<file path="src/rtl/branch_resolve_unit.sv">
// Branch condition resolver for the ID stage. It waits for forwarded operands
// with a bounded stall and keeps saturating statistics on resolved and taken branches.
module branch_resolve_unit #(
  parameter int DATA_W   = 32,
  parameter int CNT_W    = 16,
  parameter int MAX_WAIT = 7
) (
  input  logic              i_clk,
  input  logic              i_reset,
  input  logic              i_valid,
  input  logic [2:0]        i_mode,
  input  logic              i_operand_ready,
  input  logic [DATA_W-1:0] i_read_data_1,
  input  logic [DATA_W-1:0] i_read_data_2,
  input  logic              i_flush,
  output logic              o_taken,
  output logic              o_done,
  output logic              o_busy,
  output logic              o_timeout,
  output logic [CNT_W-1:0]  o_branch_count,
  output logic [CNT_W-1:0]  o_taken_count
);

  // state | meaning
  // IDLE  | accepting a new branch request
  // WAIT  | mode latched, stalling ID until operands are final
  // DONE  | decision presented for one cycle on o_done/o_taken
  typedef enum logic [1:0] {
    ST_IDLE = 2'd0,
    ST_WAIT = 2'd1,
    ST_DONE = 2'd2
  } state_t;

  localparam int WAIT_W = (MAX_WAIT < 2) ? 1 : $clog2(MAX_WAIT);
  localparam logic [WAIT_W-1:0] WAIT_LAST = WAIT_W'(MAX_WAIT - 1);
  localparam logic [WAIT_W-1:0] WAIT_ONE  = WAIT_W'(1);
  localparam logic [CNT_W-1:0]  CNT_ONE   = CNT_W'(1);

  state_t            state;
  logic [2:0]        mode_q;
  logic [WAIT_W-1:0] wait_cnt;
  logic [2:0]        mode_sel;
  logic              taken_now;
  logic              resolve;

  function automatic logic eval_cond(input logic [2:0]        mode,
                                     input logic [DATA_W-1:0] rs,
                                     input logic [DATA_W-1:0] rt);
    logic rs_neg;
    logic rs_zero;
    rs_neg  = rs[DATA_W-1];
    rs_zero = (rs == '0);
    case (mode)
      3'b000:  eval_cond = (rs == rt);
      3'b001:  eval_cond = (rs != rt);
      3'b010:  eval_cond = rs_neg;
      3'b011:  eval_cond = !rs_neg;
      3'b100:  eval_cond = !rs_neg && !rs_zero;
      3'b101:  eval_cond = rs_neg || rs_zero;
      3'b110:  eval_cond = ($signed(rs) < $signed(rt));
      default: eval_cond = (rs < rt);
    endcase
  endfunction

  // Operands are always taken live; only the mode is held across the stall.
  always_comb begin
    mode_sel  = (state == ST_IDLE) ? i_mode : mode_q;
    taken_now = eval_cond(mode_sel, i_read_data_1, i_read_data_2);
    resolve   = !i_flush && i_operand_ready &&
                (((state == ST_IDLE) && i_valid) || (state == ST_WAIT));
  end

  always_ff @(posedge i_clk or negedge i_reset) begin
    if (!i_reset) begin
      state     <= ST_IDLE;
      mode_q    <= 3'b000;
      wait_cnt  <= '0;
      o_done    <= 1'b0;
      o_busy    <= 1'b0;
      o_timeout <= 1'b0;
    end else begin
      o_done    <= 1'b0;
      o_timeout <= 1'b0;
      if (i_flush) begin
        state    <= ST_IDLE;
        o_busy   <= 1'b0;
        wait_cnt <= '0;
      end else begin
        case (state)
          ST_IDLE: begin
            if (i_valid) begin
              mode_q   <= i_mode;
              wait_cnt <= '0;
              if (i_operand_ready) begin
                state  <= ST_DONE;
                o_done <= 1'b1;
              end else begin
                state  <= ST_WAIT;
                o_busy <= 1'b1;
              end
            end
          end
          ST_WAIT: begin
            if (i_operand_ready) begin
              state  <= ST_DONE;
              o_done <= 1'b1;
              o_busy <= 1'b0;
            end else if (wait_cnt == WAIT_LAST) begin
              state     <= ST_IDLE;
              o_busy    <= 1'b0;
              o_timeout <= 1'b1;
              wait_cnt  <= '0;
            end else begin
              wait_cnt <= wait_cnt + WAIT_ONE;
            end
          end
          ST_DONE: state <= ST_IDLE;
          default: begin
            state  <= ST_IDLE;
            o_busy <= 1'b0;
          end
        endcase
      end
    end
  end

  always_ff @(posedge i_clk or negedge i_reset) begin
    if (!i_reset) begin
      o_taken        <= 1'b0;
      o_branch_count <= '0;
      o_taken_count  <= '0;
    end else if (resolve) begin
      o_taken <= taken_now;
      if (o_branch_count != '1)
        o_branch_count <= o_branch_count + CNT_ONE;
      if (taken_now && (o_taken_count != '1))
        o_taken_count <= o_taken_count + CNT_ONE;
    end
  end

endmodule

</file>
<file path="config.mk">
export PLATFORM = sky130hd
export DESIGN_NAME = branch_resolve_unit
export DESIGN_NICKNAME = d
export VERILOG_FILES = /design/src/rtl/branch_resolve_unit.sv
export SDC_FILE = /design/constraint.sdc
export NUM_CORES = 1
export LEC_CHECK = 0
export ABC_AREA = 1
export CAP_MARGIN = 20
export CORE_MARGIN = 8
export CORE_UTILIZATION = 51
export DETAILED_ROUTE_END_ITERATION = 8
export PLACE_DENSITY = 0.88
export SYNTH_ARGS = -nofsm -noshare
export SYNTH_HDL_FRONTEND = slang
export SYNTH_SLANG_ARGS = --single-unit
export TNS_END_PERCENT = 30
</file>
<file path="constraint.sdc">
create_clock -name i_clk -period 5.1 [get_ports i_clk]
set_input_delay 1.02 -clock i_clk [delete_from_list [all_inputs] [get_ports i_clk]]
set_output_delay 1.02 -clock i_clk [all_outputs]
set_load 0.01 [all_outputs]
</file>
==> results of run 1 <==
[power by group through the flow]
stage | sequential [mW] | clock (mW) | combinational [mW]
3_3_place_gp | 0.455 | 0 | 0.370
6_report | 0.452 | 0.210 | 0.384
5_1_grt | 0.462 | 0.235 | 0.434
4_1_cts | 0.452 | 0.218 | 0.387
2_1_floorplan | 0.466 | 0 | 0.190
3_5_place_dp | 0.457 | 0 | 0.386
[through the flow]
stage | setup WS [ns] | hold slack, ns | utilization (%)
after global placement | 1.42 | 0.461 | 70.7
after floorplan | 2.39 | 0.448 | -
after CTS | 1.61 | 0.497 | 72.0
after global routing | 1.36 | 0.521 | 72.3
final | 1.53 | 0.489 | 72.3
after detailed placement | 1.29 | 0.478 | 70.7
[layer usage]
metal / vias to the layer above / track usage, %
met3: 9 / 3.84
met4: 0 / 4.02
met1: 1490 / 21.6
met2: 78 / 32.8
met5: - / 0
li1: 1689 / -
[flip-flops by register name, summed over array words and instances (netlist names)]
register and count:
mode_q 3, o_branch_count 16, o_busy 1, o_done 1, o_taken 1, o_taken_count 16, o_timeout 1, state 2
wait_cnt 3
[layout make-up]
| type | count | area (um2) | area share (%) |
|---|---|---|---|
| multi-input cells | 334 | 1960 | 42.6 |
| well taps | 77 | 96.3 | 2.10 |
| clock inverters | 2 | 12.5 | 0.273 |
| clock buffers | 5 | 68.8 | 1.50 |
| flip-flops and latches | 44 | 1100 | 24.0 |
| repair buffers | 108 | 1090 | 23.7 |
| inverters | 72 | 270 | 5.89 |
[logic make-up after synthesis]
logic type / count (synthesis) / synth area share [%]
AO/OA/AOI/OAI: 35 / 6.12
flip-flops: 44 / 32.8
adder cells (fa/ha/maj): 34 / 12.7
multiplexers: 1 / 0.336
buffers and inverters: 76 / 8.88
AND/OR/NAND/NOR: 235 / 31.6
XOR/XNOR: 29 / 7.57
[worst register-to-register path, cell delays in order, from the launching register on]
cell	delay, ns
sky130_fd_sc_hd__dfrtp_1	0.42
sky130_fd_sc_hd__ha_1	0.24
sky130_fd_sc_hd__nand3_1	0.15
sky130_fd_sc_hd__nor2_1	0.26
sky130_fd_sc_hd__nand2_1	0.09
sky130_fd_sc_hd__nor3_1	0.14
sky130_fd_sc_hd__nand4_1	0.64
sky130_fd_sc_hd__nand3_4	0.51
sky130_fd_sc_hd__nand2_1	0.11
sky130_fd_sc_hd__nand2_1	0.08
[how the worst max path moves through the flow]
stage | end | slack (ns) | cells after the start
after global placement | o_taken_count[15] | 1.42 | 13
after detailed placement | o_taken_count[8] | 1.29 | 12
after global routing | o_taken_count[8] | 1.36 | 12
after floorplan | o_taken_count[6] | 2.39 | 12
final | o_taken_count[8] | 1.53 | 12
after CTS | o_taken_count[8] | 1.61 | 12
[synth_stat cells (all sizes together)]
cell    instances
or2             1
a31oi           1
a21oi          18
dfrtp          44
o21bai          1
ha             34
nor2           45
nor3           13
xnor2           8
clkbuf          1
nor4            5
o21a            2
a221oi          1
o21ai          11
nand4          24
and2            1
and3            1
mux2            1
nand2         120
inv            72
nand3          24
a21o            1
xor2           21
nand3b          1
buf             3
[cell usage in the layout (no fill, tap or decap), types with 2 or more instances in the layout]
master                            count
sky130_fd_sc_hd__xor2_1              21
sky130_fd_sc_hd__nand4_1             24
sky130_fd_sc_hd__a21oi_1             16
sky130_fd_sc_hd__nor4_1               5
sky130_fd_sc_hd__dfrtp_1             44
sky130_fd_sc_hd__o21ai_0             10
sky130_fd_sc_hd__inv_1               70
sky130_fd_sc_hd__nand2_1            116
sky130_fd_sc_hd__nor2_1              43
sky130_fd_sc_hd__o21a_1               2
sky130_fd_sc_hd__inv_2                2
sky130_fd_sc_hd__clkdlybuf4s50_1    106
sky130_fd_sc_hd__xnor2_1              8
sky130_fd_sc_hd__clkbuf_8             5
sky130_fd_sc_hd__nor3_1              12
sky130_fd_sc_hd__ha_1                34
sky130_fd_sc_hd__nand2_2              3
sky130_fd_sc_hd__a21oi_2              2
sky130_fd_sc_hd__nand3_1             22
==> results_dict.tcl, run 1 <==
set metrics [dict create \
    run_status "complete, no violations" \
    cell_depth_of_the_worst_min_delay_path 2 \
    clock-root-buffer "sky130_fd_sc_hd__clkbuf_8" \
    synth.top_cells.by_area "sky130_fd_sc_hd__dfrtp_1, sky130_fd_sc_hd__nand2_1, sky130_fd_sc_hd__ha_1" \
    report.final.hold_viol_count 0 \
    post_drt_wl_per_cell_um 13.1 \
    number_of_remaining_drc_errors 0 \
    worstHoldEndpoint "o_taken" \
    distinct_cells_synth 37 \
    areaGrowthSynthToFinish_pct 36.9 \
    insertedDiodeCount 0 \
    gr-total-overflow 0 \
    synth_top_area_share_pct 32.8 \
    clockPowerShare_pct 20.1 \
    critPathLaunch "i_read_data_2[31]" \
    synth-seq-area-share_pct 32.8 \
    antenna_found_initial 0 \
    arrival_ns 3.75 \
    clockBufferDepth 2 \
    fp.dieH_um 97.1 \
    timing.final.max_slew_violations 0 \
    setup_tns_ns 0 \
    grt_setup_unrepaired "false" \
    grt_start_max_net_pins 45 \
    endpoint_of_the_worst_register_to_register_path "o_taken_count[8]" \
    dp_cells 634 \
    fp.dieArea_mm2 0.00943 \
    vias_per_cell 5.09 \
    num-fill-cells 497 \
    worstPathMaxFanout 18 \
    syn_inst 454 \
    clock-skew-final_ns 0.00817 \
    cts_hold_buf 0 \
    starting_utilization_of_the_core_area_pct 52.8 \
    timing.final.crit_share_pct 70.0 \
    max-vdd-ir-drop_uv 361 \
    clkLatencyLatePin_ns 0.29 \
    nNetsFinal 671 \
    switchingPower_uw 359 \
    ff2ff_path_depth 9 \
    worst_pin_slew_ns 0.866 \
    yosysTopAreaCell "sky130_fd_sc_hd__dfrtp_1" \
    relSlewSlack_pct 42.3 \
    detail-route-antenna-nets 0 \
    worst-setup-path-type "in -> reg" \
    grt_pass1_wl_um 15000 \
    ys_ff_latch 44 \
    timing.critical_path.slowest_cell_delay_ns 0.71 \
    syn-mean-instance-area_um2 7.39 \
    highest_achievable_clock_rate_ghz 0.280 \
    finalSetupViolations 0 \
    layout-drive-gt1-share_pct 4.42 \
    post_syn_nets 560 \
    power_density_mw_per_mm2 228 \
    synthesis.area_mm2 0.00335 \
    power.static_leakage_nw 2.26 \
    crit_buf_inv 2 \
    worst_hold_startpoint "o_taken" \
    finalCriticalPeriod_ns 3.57 \
    design_power_mw 1.05 \
    cts_resized 0 \
    fp-row-count 29 \
    place.detailed.hpwl_um 6860 \
    timing.hold.worst.class "reg -> reg" \
    yosys_warnings 0 \
    internal_power_uw 687 \
    met2WireLength_um 4200 \
    worstPathRequired_ns 5.28 \
    clock_sink_count 44 \
    drt-met1-wl_um 3790 \
    drt_iter0_drc 101 \
    dr.max_layer_used "met4" \
    finalWeightedCongestion 0.925 \
    critical_path.most_common_cell "sky130_fd_sc_hd__nand2_1" \
    drt_wl_total_um 8440 \
    timing.rr.start "o_taken_count[0]" \
    post_cts.repair.setup_buffers 0 \
    die-width_um 97.1 \
    sequentialPowerShare_pct 43.2 \
    number_of_global_route_vias_before_repair 3386 \
    path_delay_family "compound AO/OA/AOI/OAI gates" \
    numCtsBuffers 5 \
    timing.critical_path.slowest_stage_cell "sky130_fd_sc_hd__a21oi_2" \
    placedInstanceArea_mm2 0.00449 \
    route.vias.total 3266 \
    critPathCaptureType "register" \
    drtPass1Iterations 4 \
    tritoncts_clock_tree "built" \
    postLayoutCellArea_mm2 0.00459 \
    pin_count 108 \
    combPwrFrac_pct 36.7 \
    worstSetupStartpointType "primary input" \
    globalRouteTotalUtil_pct 18.3 \
    switching_share_pct 34.3 \
    io_buffers 107 \
    path_clk_slew_ns 0.09 \
    final-instance-count-excl-fill 642 \
    cell_chain_of_the_critical_path "clkdlybuf4s50_1 > inv_1 > ha_1 > a21oi_1 > o21a_1 > nand2_1 > a21oi_1 > nand2_1 > a21oi_2 > nand3_4 > nand2_1 > nand2_1" \
    setup.reg_to_reg.worst_slack_ns 2.40 \
    cts-htree-levels 2 \
    cap_violations 0 \
    met3_wirelength_um 382 \
    coreArea_mm2 0.00635 \
]
No activity file was read; power rests on OpenSTA's default activity.
==> inputs of run 2 (changes only) <==
--- a/config.mk
+++ b/config.mk
@@ -8,9 +8,9 @@
 export ABC_AREA = 1
 export CAP_MARGIN = 20
 export CORE_MARGIN = 8
-export CORE_UTILIZATION = 51
+export CORE_UTILIZATION = 47
 export DETAILED_ROUTE_END_ITERATION = 8
-export PLACE_DENSITY = 0.88
+export PLACE_DENSITY = 0.82
 export SYNTH_ARGS = -nofsm -noshare
 export SYNTH_HDL_FRONTEND = slang
 export SYNTH_SLANG_ARGS = --single-unit
==> constraint.sdc (replaced) <==
create_clock -name i_clk -period 3.7 [get_ports i_clk]
set_input_delay 0.74 -clock i_clk [delete_from_list [all_inputs] [get_ports i_clk]]
set_output_delay 0.74 -clock i_clk [all_outputs]
set_load 0.01 [all_outputs]
==> run 2 against run 1 <==
Die area is 7.1% higher. Critical path type unchanged. Sequential cell count unchanged. Global-route usage is 0.80 points lower. Largest cell class unchanged.
==> results_dict.tcl, run 2 (same netlist as run 1, synthesis figures left out) <==
set metrics [dict create \
    run_status "complete, no violations" \
    cts-htree-levels 2 \
    cts_hold_buf 0 \
    clock-root-buffer "sky130_fd_sc_hd__clkbuf_8" \
    gr-total-overflow 0 \
    setup_tns_ns 0 \
    area.sequential_mm2 0.00110 \
    placedInstanceArea_mm2 0.00452 \
    areaGrowthSynthToFinish_pct 38.8 \
    grt_start_max_net_pins 45 \
    drt_wl_total_um 8640 \
    globalRouteTotalUtil_pct 17.5 \
    switchingPower_uw 499 \
    postLayoutCellArea_mm2 0.00466 \
    grt_pass1_wl_um 14600 \
    antenna_found_initial 0 \
    coreArea_mm2 0.00710 \
    nNetsFinal 672 \
    finalWeightedCongestion 0.934 \
    numCtsBuffers 5 \
    number_of_remaining_drc_errors 0 \
    io_buffers 107 \
    worst-setup-path-type "in -> reg" \
    power.static_leakage_nw 2.28 \
    finalCriticalPeriod_ns 2.86 \
    die-width_um 100 \
    number_of_global_route_vias_before_repair 3388 \
    starting_utilization_of_the_core_area_pct 47.3 \
    final_cell_mix "sky130_fd_sc_hd__nand2_1, sky130_fd_sc_hd__clkdlybuf4s50_1, sky130_fd_sc_hd__inv_1, sky130_fd_sc_hd__dfrtp_1, sky130_fd_sc_hd__nor2_1" \
    clockPowerShare_pct 24.2 \
    insertedDiodeCount 0 \
    fp-row-count 31 \
    critPathCaptureType "register" \
    arrival_ns 3.05 \
    grt_setup_unrepaired "false" \
    cap_violations 0 \
    drtPass1Iterations 4 \
    num-fill-cells 623 \
    power_density_mw_per_mm2 326 \
    timing.hold.worst.class "in -> async" \
    post_cts.repair.setup_buffers 0 \
    tritoncts_clock_tree "built" \
    timing.final.crit_share_pct 77.4 \
    internal_power_mw 1.02 \
    highest_achievable_clock_rate_ghz 0.349 \
    clkLatencyLatePin_ns 0.30 \
    route.vias.total 3292 \
    clockBufferDepth 2 \
    finalSetupViolations 0 \
    fp.dieH_um 100 \
    report.final.hold_viol_count 0 \
    worstPathRequired_ns 3.89 \
    reg.largest.list "o_branch_count x16, o_taken_count x16" \
    detail-route-antenna-nets 0 \
    combPwrFrac_pct 34.8 \
    vias_per_cell 4.94 \
    worst_slack_on_hold_paths_ns 0.380 \
    place.detailed.hpwl_um 7070 \
    setup.reg_to_reg.worst_slack_ns 1.08 \
    drt_iter0_drc 94 \
    clock_sink_count 44 \
    worstSetupStartpointType "primary input" \
    pin_count 108 \
    fp.dieArea_mm2 0.0101 \
    timing.final.max_slew_violations 0 \
    worst_pin_slew_ns 0.762 \
    worstPathMaxFanout 18 \
    cts_resized 0 \
    max-vdd-ir-drop_uv 386 \
    switching_share_pct 32.9 \
    multiInputGateArea_mm2 0.00196 \
    mostFrequentLayoutCell "sky130_fd_sc_hd__nand2_1" \
    clock-skew-final_ns 0.00672 \
    path_clk_slew_ns 0.08 \
    post_drt_wl_per_cell_um 13.0 \
    sequentialPowerShare_pct 41.0 \
    relSlewSlack_pct 49.1 \
    layout-drive-gt1-share_pct 4.76 \
]
run 2: changes by cell type in the layout (fill, tap and decap cells not counted):
cell / change
sky130_fd_sc_hd__bufinv_16: +1
sky130_fd_sc_hd__buf_4: +1
run 2: layout make-up:
| cell class | instances | share of cell area (%) |
|---|---|---|
| clock inverters | 3 | 0.914 |
| inverters | 72 | 5.80 |
| well taps | 99 | 2.66 |
| clock buffers | 5 | 1.48 |
| repair buffers | 109 | 23.5 |
| flip-flops and latches | 44 | 23.6 |
| multi-input cells | 334 | 42.0 |
run 2: per-stage QoR:
| stage | worst slack (ns) | power (mW) | cells | utilization (%) |
|---|---|---|---|---|
| global route | 0.597 | 1.63 | 666 | 65.6 |
| finish | 0.836 | 1.52 | 666 | 65.6 |
| detailed placement | 0.539 | 1.16 | 657 | 63.7 |
| global placement | 0.630 | 1.14 | 657 | 63.7 |
| CTS | 0.852 | 1.53 | 665 | 65.3 |
| floorplan | 1.27 | 0.905 | 454 | - |
run 2: critical path, stage by stage:
cell and delay [ns]:
sky130_fd_sc_hd__clkdlybuf4s50_1 0.45, sky130_fd_sc_hd__inv_1 0.04, sky130_fd_sc_hd__ha_1 0.28, sky130_fd_sc_hd__nand2_1 0.08
sky130_fd_sc_hd__nor2_1 0.16, sky130_fd_sc_hd__nand4_1 0.13, sky130_fd_sc_hd__nor2_1 0.17, sky130_fd_sc_hd__nand3_1 0.10
sky130_fd_sc_hd__nand3_1 0.10, sky130_fd_sc_hd__nand2_1 0.06, sky130_fd_sc_hd__nand2_1 0.07, sky130_fd_sc_hd__nand2_2 0.06
sky130_fd_sc_hd__nand2_4 0.19, sky130_fd_sc_hd__nand3_4 0.22, sky130_fd_sc_hd__nand2_1 0.15, sky130_fd_sc_hd__nand2_1 0.06
run 2: per-layer routing:
metal	share of wire, %	track usage (%)	up-vias	routed length [um]
li1	-	-	1698	-
met1	43	19.5	1506	3690
met2	51	32.6	73	4430
met3	4.3	3.25	15	374
met4	1.7	5.12	0	148
met5	0	0	-	0
run 2: worst paths after layout:
path / from / end / cells after the start
setup reg to reg: o_taken_count[0] / o_taken_count[6] / 9
max in group asynchronous: i_reset / o_done / 2
hold reg to reg: mode_q[0] / mode_q[0] / 2
setup / recovery: i_read_data_2[23] / o_taken_count[6] / 16
hold / removal: i_reset / o_taken_count[9] / 1
min in group i_clk: mode_q[0] / mode_q[0] / 2
run 2: power by group through the flow:
| stage | clock network [mW] | logic [mW] | registers, mW |
|---|---|---|---|
| global placement | 0 | 0.513 | 0.626 |
| finish | 0.367 | 0.528 | 0.622 |
| detailed placement | 0 | 0.529 | 0.629 |
| CTS | 0.376 | 0.530 | 0.621 |
| global route | 0.398 | 0.594 | 0.633 |
| floorplan | 0 | 0.262 | 0.642 |
